### config.mk
export PLATFORM = sky130hd
export DESIGN_NAME = rsbus_initiator
export DESIGN_NICKNAME = d
export VERILOG_FILES = /design/src/rtl/rbus_pkg.sv /design/src/rtl/rsbus_initiator_buf.sv /design/src/rtl/rsbus_initiator.sv
export SDC_FILE = /design/constraint.sdc
export NUM_CORES = 1
export LEC_CHECK = 0
export BUFFER_PORTS_ARGS = -buffer_cell sky130_fd_sc_hd__buf_4
export CORE_MARGIN = 2
export CORE_UTILIZATION = 40
export DETAILED_ROUTE_END_ITERATION = 8
export GPL_TIMING_DRIVEN = 0
export RECOVER_POWER = 50
export SLEW_MARGIN = 10
export SYNTH_ARGS = -nofsm -noshare
export SYNTH_HDL_FRONTEND = slang
export SYNTH_SLANG_ARGS = --single-unit
### constraint.sdc
create_clock -name clk -period 15.1 [get_ports clk]
set_clock_uncertainty 0.05 [all_clocks]
set_input_delay 2.265 -clock clk [delete_from_list [all_inputs] [get_ports clk]]
set_output_delay 2.265 -clock clk [all_outputs]
set_load 0.01 [all_outputs]
### src/rtl/rbus_pkg.sv
// Shared rbus definitions: header field positions, op encodings and the initiator state enum.
`default_nettype none

package rbus_pkg;

  localparam int STB    = 71;
  localparam int RECO   = 70;
  localparam int PR_HI  = 69;
  localparam int PR_LO  = 68;
  localparam int TAG_HI = 67;
  localparam int TAG_LO = 40;
  localparam int LEN    = 39;
  localparam int OP_HI  = 1;
  localparam int OP_LO  = 0;

  localparam logic [1:0] RD1 = 2'b00;
  localparam logic [1:0] RD8 = 2'b01;
  localparam logic [1:0] WR  = 2'b10;
  localparam logic [1:0] UPD = 2'b11;

  typedef enum logic [1:0] {
    IDLE      = 2'd0,
    WAIT_SLOT = 2'd1,
    INSERT    = 2'd2,
    WAIT_RSP  = 2'd3
  } init_state_e;

  function automatic logic needs_feedback(input logic [1:0] op, input logic wr_fb);
    return (op != WR) || wr_fb;
  endfunction

endpackage

`default_nettype wire

### src/rtl/rsbus_initiator_buf.sv
// 8x72 payload register file: one synchronous write port, one combinational read port.
`default_nettype none

module rsbus_initiator_buf (
  input  logic        clk,
  input  logic        wr,
  input  logic [2:0]  wr_idx,
  input  logic [71:0] wr_data,
  input  logic [2:0]  rd_idx,
  output logic [71:0] rd_data
);

  logic [71:0] mem [8];

  always_ff @(posedge clk) begin
    if (wr) mem[wr_idx] <= wr_data;
  end

  assign rd_data = mem[rd_idx];

endmodule

`default_nettype wire

### src/rtl/rsbus_initiator.sv
// rbus request initiator: inserts one request into a free d2r slot and pulls the tagged response off r2d.
`default_nettype none

module rsbus_initiator
  import rbus_pkg::*;
#(
  parameter string SEND_WR_FB  = "TRUE",
  parameter int    RSP_TIMEOUT = 1024
) (
  input  logic        clk,
  input  logic        rst,
  input  logic        d2r_i_sof,
  input  logic [11:0] d2r_i_ctrl,
  input  logic [71:0] d2r_i_bus,
  output logic        d2r_o_sof,
  output logic [11:0] d2r_o_ctrl,
  output logic [71:0] d2r_o_bus,
  input  logic        r2d_i_sof,
  input  logic [71:0] r2d_i_bus,
  output logic        r2d_o_sof,
  output logic [71:0] r2d_o_bus,
  input  logic        req_dat_wr,
  input  logic [2:0]  req_dat_idx,
  input  logic [71:0] req_dat,
  input  logic        req_valid,
  input  logic [71:0] req_hdr,
  input  logic [11:0] req_ctrl,
  output logic        req_ack,
  output logic        busy,
  output logic        rsp_sof,
  output logic        rsp_valid,
  output logic [71:0] rsp_data,
  output logic        rsp_err
);

  localparam logic WR_FB = (SEND_WR_FB == "TRUE");

  init_state_e state, state_nxt;
  logic        capt, capt_nxt;
  logic [2:0]  k, k_nxt;
  logic [15:0] cnt, cnt_nxt;
  logic [69:0] hdr;
  logic [11:0] ctrl;
  logic [71:0] buf_rd;
  logic [11:0] d2r_ctrl_nxt;
  logic [71:0] d2r_bus_nxt, r2d_bus_nxt;
  logic        ack_nxt, err_nxt, rsp_sof_nxt, rsp_valid_nxt;
  logic        slot_free, rsp_match;
  logic        hdr_flags_unused;

  // Strobe and reco of the request are always regenerated on insertion.
  assign hdr_flags_unused = ^req_hdr[STB:RECO];

  rsbus_initiator_buf u_buf (
    .clk     (clk),
    .wr      (req_dat_wr),
    .wr_idx  (req_dat_idx),
    .wr_data (req_dat),
    .rd_idx  (k),
    .rd_data (buf_rd)
  );

  assign slot_free = d2r_i_sof && !d2r_i_bus[STB] && (d2r_i_bus[LEN] == hdr[LEN]);
  assign rsp_match = r2d_i_sof && r2d_i_bus[STB] && !r2d_i_bus[RECO] &&
                     (r2d_i_bus[TAG_HI:TAG_LO] == hdr[TAG_HI:TAG_LO]);

  always_comb begin
    state_nxt     = state;
    capt_nxt      = capt;
    k_nxt         = k;
    cnt_nxt       = '0;
    d2r_ctrl_nxt  = d2r_i_ctrl;
    d2r_bus_nxt   = d2r_i_bus;
    r2d_bus_nxt   = r2d_i_bus;
    ack_nxt       = 1'b0;
    err_nxt       = 1'b0;
    rsp_sof_nxt   = 1'b0;
    rsp_valid_nxt = 1'b0;
    unique case (state)
      IDLE: begin
        if (req_valid) state_nxt = WAIT_SLOT;
      end
      WAIT_SLOT: begin
        if (slot_free) begin
          state_nxt    = INSERT;
          k_nxt        = 3'd0;
          ack_nxt      = 1'b1;
          d2r_ctrl_nxt = ctrl;
          d2r_bus_nxt  = {1'b1, 1'b0, hdr};
        end
      end
      INSERT: begin
        if (d2r_i_sof) begin
          state_nxt = needs_feedback(hdr[OP_HI:OP_LO], WR_FB) ? WAIT_RSP : IDLE;
        end else begin
          d2r_ctrl_nxt = '0;
          d2r_bus_nxt  = (hdr[LEN] || k == 3'd0) ? buf_rd : '0;
          if (k != 3'd7) k_nxt = k + 3'd1;
        end
      end
      WAIT_RSP: begin
        if (capt) begin
          if (r2d_i_sof) begin
            state_nxt = IDLE;
            capt_nxt  = 1'b0;
          end else begin
            r2d_bus_nxt   = '0;
            rsp_valid_nxt = 1'b1;
          end
        end else if (rsp_match) begin
          // A match in the expiry cycle still wins over the timeout.
          capt_nxt      = 1'b1;
          r2d_bus_nxt   = '0;
          rsp_sof_nxt   = 1'b1;
          rsp_valid_nxt = 1'b1;
        end else if (cnt == 16'(RSP_TIMEOUT - 1)) begin
          state_nxt = IDLE;
          err_nxt   = 1'b1;
        end else begin
          cnt_nxt = cnt + 16'd1;
        end
      end
      default: state_nxt = IDLE;
    endcase
  end

  always_ff @(posedge clk or posedge rst) begin
    if (rst) begin
      state      <= IDLE;
      capt       <= 1'b0;
      k          <= '0;
      cnt        <= '0;
      hdr        <= '0;
      ctrl       <= '0;
      d2r_o_sof  <= 1'b0;
      d2r_o_ctrl <= '0;
      d2r_o_bus  <= '0;
      r2d_o_sof  <= 1'b0;
      r2d_o_bus  <= '0;
      req_ack    <= 1'b0;
      busy       <= 1'b0;
      rsp_sof    <= 1'b0;
      rsp_valid  <= 1'b0;
      rsp_data   <= '0;
      rsp_err    <= 1'b0;
    end else begin
      state      <= state_nxt;
      capt       <= capt_nxt;
      k          <= k_nxt;
      cnt        <= cnt_nxt;
      if (state == IDLE && req_valid) begin
        hdr  <= req_hdr[69:0];
        ctrl <= req_ctrl;
      end
      d2r_o_sof  <= d2r_i_sof;
      d2r_o_ctrl <= d2r_ctrl_nxt;
      d2r_o_bus  <= d2r_bus_nxt;
      r2d_o_sof  <= r2d_i_sof;
      r2d_o_bus  <= r2d_bus_nxt;
      req_ack    <= ack_nxt;
      busy       <= (state_nxt == INSERT) || (state_nxt == WAIT_RSP);
      rsp_sof    <= rsp_sof_nxt;
      rsp_valid  <= rsp_valid_nxt;
      rsp_data   <= rsp_valid_nxt ? r2d_i_bus : '0;
      rsp_err    <= err_nxt;
    end
  end

endmodule

`default_nettype wire

# Word-level counts from Yosys, hierarchy flattened
# Memory sizes are Yosys's and may differ from the RTL's.
# Index checks and enable logic that the tools add are counted.
[totals]
regBits = 339
ram_bits = 576
input_bits = 321
word_cells = 88
memories = 1
[memory_table]
columns = ["memory", "words", "width", "rd", "rd_ports_with_merged_regs", "write_ports", "line", "text"]
rows = [
  ["u_buf.mem", 8, 72, 1, 0, 1, "rsbus_initiator_buf.sv:13", "logic [71:0] mem [8];"],
]
[op_classes]
add_sub_neg = 2
eq_ne = 12
muxes = 42
reduce_logical = 14
[ops]
columns = ["cell", "n"]
rows = [
  ["72-bit 2-to-1 mux", 8],
  ["72-bit one-hot mux with 2 select lines", 1],
  ["16-bit 2-to-1 mux", 4],
  ["28-bit equality test", 1],
  ["12-bit 2-to-1 mux", 2],
  ["12-bit one-hot mux with 2 select lines", 1],
  ["16-bit by 1-bit adder with 16-bit output (second input constant)", 1],
  ["16-bit by 10-bit equality test with 1-bit output (second input constant)", 1],
  ["1-bit 2-to-1 mux", 14],
  ["2-bit 2-to-1 mux", 7],
  ["3-bit 2-to-1 mux", 3],
  ["2-bit equality test (second input constant)", 4],
  ["2-bit one-hot mux with 4 select lines", 1],
  ["1-bit logical AND", 6],
  ["2-bit inequality test (second input constant)", 3],
  ["3-bit one-hot mux with 2 select lines", 1],
  ["4-bit AND reduction", 1],
  ["3-bit by 1-bit adder with 3-bit output (second input constant)", 1],
  ["3-bit zero test", 1],
  ["3-bit inequality test (second input constant)", 1],
  ["2-bit by 1-bit equality test with 1-bit output (second input constant)", 1],
  ["1-bit zero test", 2],
  ["2-bit zero test", 1],
  ["1-bit logical OR", 2],
  ["2 further kinds", 2],
]

# Longest topological paths before layout
# Gate-level depths: netlist (run 1).
[depth]
word_depth = 8
mapped_depth = 9
ltp_nobuf = 6

# Hierarchy
# Synthesis (run 1) repeated with hierarchy kept, for this count alone.
[unflattened]
cells_unflattened = 1792
hier_area_um2 = 34882.2
[by_module_without_submodules]
columns = ["module", "instances", "cells_each", "area_each_um2", "seq_area_each_um2"]
rows = [
  ["rsbus_initiator_buf", 1, 845, 21927.3, 17296.6],
  ["rsbus_initiator", 1, 947, 12954.9, 8483.1],
]

# Worst setup path before layout (run 1)
# OpenSTA, ideal clock, no wires.
[synth_path]
path_kind = "input-to-reg"
startpoint = "in req_dat_idx[2]"
endpoint = "mem u_buf.mem[0][0] (enable)"
setup_time_ps = 592
arrival_time_ps = 7331
required_time_ps = 14458
path_slack_ps = 7128
stages = 2
n_path_buf = 0
path_cell_list = "nand2b_1 nor3_1"
[synth_rtl]
columns = ["item", "line", "text"]
rows = [
  ["start, declared", "rsbus_initiator.sv:23", "input logic [2:0] req_dat_idx,"],
  ["end, declared", "rsbus_initiator_buf.sv:13", ""],
]
# Straight into the memory's write port.

==> summary.md, run 1 <==
| Metric | Value |
|---|---|
| Status | finished, violations left |
| Violated checks | capacitance limit, slew limit |
| Pwr Density | 157 nW/um2 |
| Post-synth ARST share | 0.370 |
| Syn Nets | 2114 |
| Clock tree buffer depth | 3 |
| Multiplexer share of the synthesized area | 0.144 |
| Number of buffers created by CTS | 96 |
| Worst Setup Path Type | in -> async |
| Synth Area in Compound Gates | 0.0333 |
| Vias in the first global route | 20200 |
| CP peak stage delay | approximately 3300 ps |
| Area delta synth->final | 26.3% |
| Tmin final | 7520 ps |
| Seq/Total Area, Yosys | 0.754 |
| DP Area | 40700 um2 |
| Core ar. | 84900 um2 |
| Die footprint | 87800 um2 |
| Yosys top cell area share | 0.506 |
| Critical-path top delay cell | clkbuf_1 |
| Number of cell rows | 107 |
| Post-Synth Adder-Cell Area | 0.00330 |
| Worst Min Path Start | cnt[0] |
| Routed via count | 18900 |
| Post-CTS Hold Buffers | 0 |
| Detail Route Antenna Nets | 0 |
| Post-Syn Area | 34200 um2 |
| Cell Chain, Critical Path | clkbuf_4 -> clkinvlp_2 -> clkbuf_1 |
| Largest family of logic cells by synthesized area | multiplexers |
| Cell with the most instances after synthesis | edfxtp_1 |
| Placed Cells | 3529 |
| Synth top cells by count | edfxtp_1 (576), dfrtp_1 (339), mux4_2 (144) |
| Clock root cell | clkbuf_16 |
| Die Y | 296 um |
| Wire length of the first global-routing pass | 135 mm |
| YS warnings | 0 |
| Yosys top cell by area | edfxtp_1 |
| Final setup TNS | 0 ps |
| Wire per inst | 25.5 um |
| Overflow after GRT | 0 |
| RSZ-0062 raised after global routing | no |
| CP startpoint kind | input port |
| Fin nets | 2813 |
| Worst reg2reg path depth | 9 |
| Post-Layout Cell Count | around 3700 |
| Worst-Skew Late Latency | 640 ps |
| Worst hold-check path type | reg -> reg |
| Max frequency | 133 MHz |
| CP bufs+invs | 3 |
| Total Routed Length | 94.8 mm |
| Synth Flop Type | edfxtp_1 |
| Reg2reg start | k[1] |
| CTS tree | yes |
| CP top delay family | buffers and inverters |
| WHS Endpoint | cnt[0] |
| Synth Area per Inst | 19.2 um2 |
| Synth area leaders | edfxtp_1 (51%), dfrtp_1 (25%), mux4_2 (9.5%) |
| Peak VDD IR | 0.0883 mV |
| DRC Markers | 0 |
| Cells after Synth | 1784 |
| Post-route cell area | 43200 um2 |
| Drt pass-1 iters | 5 |
| XOR/XNOR Fraction of Synth Area | 0.0110 |
| Internal reg-to-reg setup slack | roughly 11000 ps |
| Slew margin rel. | -2.09 |
| Post-synth EDFFs | ~580 |
| Detailed Route Iter0 Violations | 1300 |
| Clock Pin Slew Worst Setup and Hold Paths | about 60 ps |
| H-Tree Depth | 3 |
| Initial antenna violation count | 20 |
| Layout cell share with drive strength beyond 1 | 0.355 |
| Worst-path maximum fanout | 86 |
| Die X | 296 um |
| Largest net degree at the start of global routing | around 110 |
| Max cap viols | 7 |
| Initial Util | 0.403 |
| Post-synthesis simple-gate area fraction | 0.0426 |
| Final period utilization | 0.498 |
| Final setup fails | 0 |
| Critical Path Sink Type | asynchronous set/reset pin |
| DP HPWL | 68.9 mm |
| Fill cell count | approximately 7100 |
| Required @ worst endpoint | 14680 ps |
| IO Pins | approximately 560 |
| PortBufs | 553 |
| Worst-Margin Slew | 4640 ps |
| GPL Wtd Cong | 0.807 |
| Critical path arrival | 7100 ps |
| CTS sink count | ~920 |
| Gr usage total | 0.214 |
| RR Endpoint | d2r_o_bus[55] |
| # resized after CTS | 0 |
| Vias per cell | 5.08 |
| Hold depth | 1 |
| Pins Over Slew Limit | 179 |
| Final Hold Violating Endpoints | 0 |
| Seq cells post-synth | 915 |
| Static Leak | 16.8 nW |
| # Post-CTS Setup Buffers | 0 |
| Distinct cells, synth | between 40 and 50 |
==> how the worst max path moves through the flow <==
stage	startpoint	to	cells after the start
floorplan	rst	busy	1
global placement	rst	hdr[28]	2
detailed placement	r2d_i_bus[66]	r2d_o_bus[15]	7
CTS	r2d_i_bus[66]	r2d_o_bus[15]	7
global route	rst	r2d_o_bus[26]	3
finish	rst	r2d_o_bus[26]	3
==> sequential cells by signal (all words and copies together) (netlist names), 2 cells and up <==
register    count
d2r_o_bus      72
cnt            16
state           2
d2r_o_ctrl     12
r2d_o_bus      72
rsp_data       72
k               3
ctrl           12
u_buf.mem     576
hdr            70
==> logic make-up after synthesis <==
family          Yosys count
flops                   915
mux                     300
simple gates            244
compound gates          176
buf+inv                  97
xor+xnor                 43
fa+ha+maj                 9
==> routing by layer <==
metal / up-vias / global-route usage / share of wire
li1: 8317 / - / -
met1: 9762 / 0.261 / 0.39
met2: 616 / 0.368 / 0.51
met3: 154 / 0.0510 / 0.069
met4: 16 / 0.0798 / 0.034
met5: - / 0 / 0.0012
==> layout make-up <==
cell class / instances / area (um2) / area share
diodes: 7 / 17.5 / 0.000406
plain buffers: 89 / 373 / 0.00864
clock buffers: 135 / 2690 / 0.0622
clock inverters: 41 / 332 / 0.00768
inverters: 8 / 31.3 / 0.000725
multi-input cells: 772 / 8000 / 0.185
flip-flops and latches: 915 / 25800 / 0.597
well taps: 1144 / 1430 / 0.0332
repair buffers: 601 / 4500 / 0.104
==> stage by stage <==
step | worst slack (ps) | util | hold slack (ps) | total power [W]
finish | 7580 | 0.508 | 424 | 0.00677
global route | 6330 | 0.508 | 465 | 0.00708
CTS | 10530 | 0.515 | 426 | 0.00688
detailed placement | 9860 | 0.479 | 419 | 0.00461
global placement | -104 | 0.468 | 397 | 0.00456
floorplan | 3390 | - | 385 | 0.00394
==> report_power, final <==
| group | switching [W] | internal, W | leakage (nW) |
|---|---|---|---|
| Sequential | 0.000160 | 0.00295 | 9.47 |
| Combinational | 0.000720 | 0.000683 | 5.88 |
| Clock | 0.000952 | 0.00131 | 1.48 |
==> placed cells by master (no fill, tap or decap), drive strengths merged, types with 2 or more instances in the layout <==
master,count
o21ai,80
bufinv,4
nor4,6
mux4,144
a21oi,3
and4,3
inv,9
nand3b,2
nand2b,5
clkinvlp,4
a22oi,72
xor2,25
a22o,12
and2,76
and3,10
mux2,83
diode,7
xnor2,18
a41oi,2
dfrtp,339
nand3,3
buf,537
nor3b,2
clkinv,32
nand2,18
mux2i,73
ha,9
or2,2
nand4,9
edfxtp,576
nor2,16
nor2b,74
clkbuf,288
nor3,14
(Power assumes the default switching activity.)
==> run 2: changes to the inputs <==
- clock period: 15.1 -> 7.4 ns (I/O delays scaled with it)
==> summary.md, run 2 (synthesized netlist as in run 1, its figures left out) <==
| Metric | Value |
|---|---|
| Final period utilization | 0.607 |
| Vias in the first global route | 20300 (was 20200) |
| Initial Util | 0.403 (unchanged) |
| Clock tree buffer depth | 3 (unchanged) |
| Number of cell rows | 107 (unchanged) |
| Most common cell after layout, fill and taps aside | edfxtp_1 (unchanged) |
| Worst-Skew Late Latency | 650 ps (was 640 ps) |
| Largest net degree at the start of global routing | 43 (was 111) |
| Initial antenna violation count | 13 (was 20) |
| Internal reg-to-reg setup slack | 3570 ps (was 11290 ps) |
| Post-CTS Hold Buffers | 0 (unchanged) |
| Worst Min Path Start | cnt[0] (unchanged) |
| Overflow after GRT | 0 (unchanged) |
| Fill cell count | 7002 (was 7080) |
| Sw Ratio | 0.271 (about the same) |
| Required @ worst endpoint | 7800 ps (was 14680 ps) |
| RSZ-0062 raised after global routing | no (unchanged) |
| Worst reg2reg path depth | 9 (unchanged) |
| DP Area | 40600 um2 (was 40700 um2) |
| Gr usage total | 0.212 (was 0.214) |
| Detailed Route Iter0 Violations | 1364 (was 1300) |
| Critical-path top delay cell | clkbuf_1 (unchanged) |
| Slew margin rel. | -0.552 (was -2.09) |
| Wire length of the first global-routing pass | 135 mm (about the same) |
| Number of buffers created by CTS | 95 (was 96) |
| Worst-Margin Slew | 2320 ps (was 4640 ps) |
| Crit-path most repeated cell | clkbuf_1 |
| Critical path arrival | 4890 ps (was 7100 ps) |
| Drt pass-1 iters | 6 (was 5) |
| Wire per inst | 25.5 um (about the same) |
| Placed Cells | 3531 (was 3529) |
| Peak VDD IR | 0.209 mV (was 0.0883 mV) |
| Max frequency | 223 MHz |
| PortBufs | 553 (unchanged) |
| Gate power share | 0.204 (was 0.207) |
| Reg2reg start | k[1] (unchanged) |
| Worst-path maximum fanout | 39 (was 86) |
| Die footprint | 87800 um2 (unchanged) |
| Pins Over Slew Limit | 259 (was 179) |
| DP HPWL | 67.4 mm (was 68.9 mm) |
| Critical Path Sink Type | asynchronous set/reset pin (unchanged) |
| CP top delay family | buffers and inverters (unchanged) |
| Die Y | 296 um (unchanged) |
| Final setup fails | 0 (unchanged) |
| Net Sw Power | 0.00381 W (was 0.00183 W) |
| Worst hold-check path type | reg -> reg (unchanged) |
| Core ar. | 84900 um2 (unchanged) |
| Pwr Density | 325 nW/um2 (was 157 nW/um2) |
| Routed via count | 19200 (was 18900) |
| DRC Markers | 0 (unchanged) |
| H-Tree Depth | 3 (unchanged) |
| Die X | 296 um (unchanged) |
| # resized after CTS | 0 (unchanged) |
| Post-route cell area | 43300 um2 (was 43200 um2) |
| Fin nets | 2814 (was 2813) |
| CP startpoint kind | input port (unchanged) |
| GPL Wtd Cong | 0.807 (about the same) |
| Hold depth | 1 (unchanged) |
| Power Internal | 0.0103 W (was 0.00494 W) |
| RR Endpoint | d2r_o_bus[55] (unchanged) |
| Max cap viols | 12 (was 7) |
| CP bufs+invs | 4 (was 3) |
| Vias per cell | 5.16 (was 5.08) |
| Clock Pin Slew Worst Setup and Hold Paths | 60 ps (about the same) |
| Tmin final | 4490 ps |
| Power Total | 0.0141 W (was 0.00677 W) |
| Layout cell share with drive strength beyond 1 | 0.362 (was 0.355) |
| Final Hold Violating Endpoints | 0 (unchanged) |
| Static Leak | 16.9 nW (was 16.8 nW) |
| Area delta synth->final | 26.7% (was 26.3%) |
| Status | finished, violations left (unchanged) |
| CP peak stage delay | 1580 ps (was 3320 ps) |
| Hold WS | 428 ps (was 424 ps) |
| Reg area | 25800 um2 (unchanged) |
| Detail Route Antenna Nets | 0 (unchanged) |
| Layout Utilization | 0.510 (was 0.508) |
| Clock share of power | 0.346 (was 0.334) |
| Clock root cell | clkbuf_16 (unchanged) |
| Cell Chain, Critical Path | clkbuf_4 -> clkinvlp_2 -> clkbuf_1 -> clkbuf_1 (was clkbuf_4 -> clkinvlp_2 -> clkbuf_1) |
| Area of the multi-input gates | 8000 um2 (unchanged) |
| Most flop-heavy register | u_buf.mem (unchanged) |
| Total Routed Length | 94.5 mm (was 94.8 mm) |
| Most frequent cells in the layout | edfxtp_1 (576), buf_4 (487), dfrtp_1 (339) (was edfxtp_1 (576), buf_4 (484), dfrtp_1 (339)) |
| Post-Layout Cell Count | 3712 (unchanged) |
| CTS sink count | 915 (unchanged) |
| WHS Endpoint | cnt[0] (unchanged) |
| CTS tree | yes (unchanged) |
| Largest register FFs | 576 (unchanged) |
| IO Pins | 556 (unchanged) |
| Worst Setup Path Type | in -> async (unchanged) |
| Flop pwr share | 0.450 (was 0.459) |
| # Post-CTS Setup Buffers | 0 (unchanged) |
| Violated checks | capacitance limit, slew limit (unchanged) |
==> run 2: changes by cell type in the layout (fill, tap and decap cells not counted), sizes merged <==
| cell | previous run | this run |
|---|---|---|
| clkinvlp | 4 | 5 |
| bufinv | 4 | 9 |
| inv | 9 | 13 |
| clkbuf | 288 | 279 |
| diode | 7 | 3 |
| buf | 537 | 540 |
==> run 2: power by group through the flow <==
stage	registers [W]	logic (W)	clock network, W
after global placement	0.00644	0.00288	0
after CTS	0.00634	0.00297	0.00497
after floorplan	0.00642	0.00161	0
after global routing	0.00638	0.00310	0.00517
after detailed placement	0.00643	0.00296	0
final	0.00633	0.00287	0.00487
==> run 2: metrics by stage <==
stage	TNS [ps]	worst slack, ps
final	0	2910
after global routing	0	2170
after CTS	0	3490
after detailed placement	0	3190
after global placement	-1202590	-5340
after floorplan	0	583
==> run 2: cell type report <==
cell class	count	area share
Sequential cell	915	0.596
Multi-Input combinational cell	772	0.185
Timing Repair Buffer	603	0.103
Clock buffer	127	0.0619
Tap cell	1144	0.0331
Clock inverter	51	0.0124
Buffer	89	0.00861
Inverter	8	0.000723
Antenna cell	3	0.000173
==> run 2: worst max-delay path by stage <==
stage | endpoint | from | depth (start not counted) | slack [ps]
detailed placement | r2d_o_bus[60] | r2d_i_bus[66] | 7 | 3190
CTS | d2r_o_bus[55] | k[1] | 9 | 3490
global placement | u_buf.mem[0][63] | req_dat_idx[2] | 3 | -5340
finish | hdr[21] | rst | 4 | 2910
floorplan | u_buf.mem[0][0] | req_dat_idx[2] | 2 | 580
global route | hdr[36] | rst | 4 | 2170
==> run 2: worst reg2reg max path: cells and delay by family, from the launching register on <==
family	cells	cell delay (ps)
and+or+nand+nor	1	110
DFF	1	490
buffers and inverters	5	2370
adders and majority gates	1	200
AOI/OAI and AO/OA	2	420
==> run 2: metal layers <==
| layer | track usage | wire length (um) |
|---|---|---|
| met3 | 0.0456 | 5980 |
| met2 | 0.371 | 48600 |
| met4 | 0.0671 | 2370 |
| met5 | 0 | 108 |
| met1 | 0.263 | 37400 |
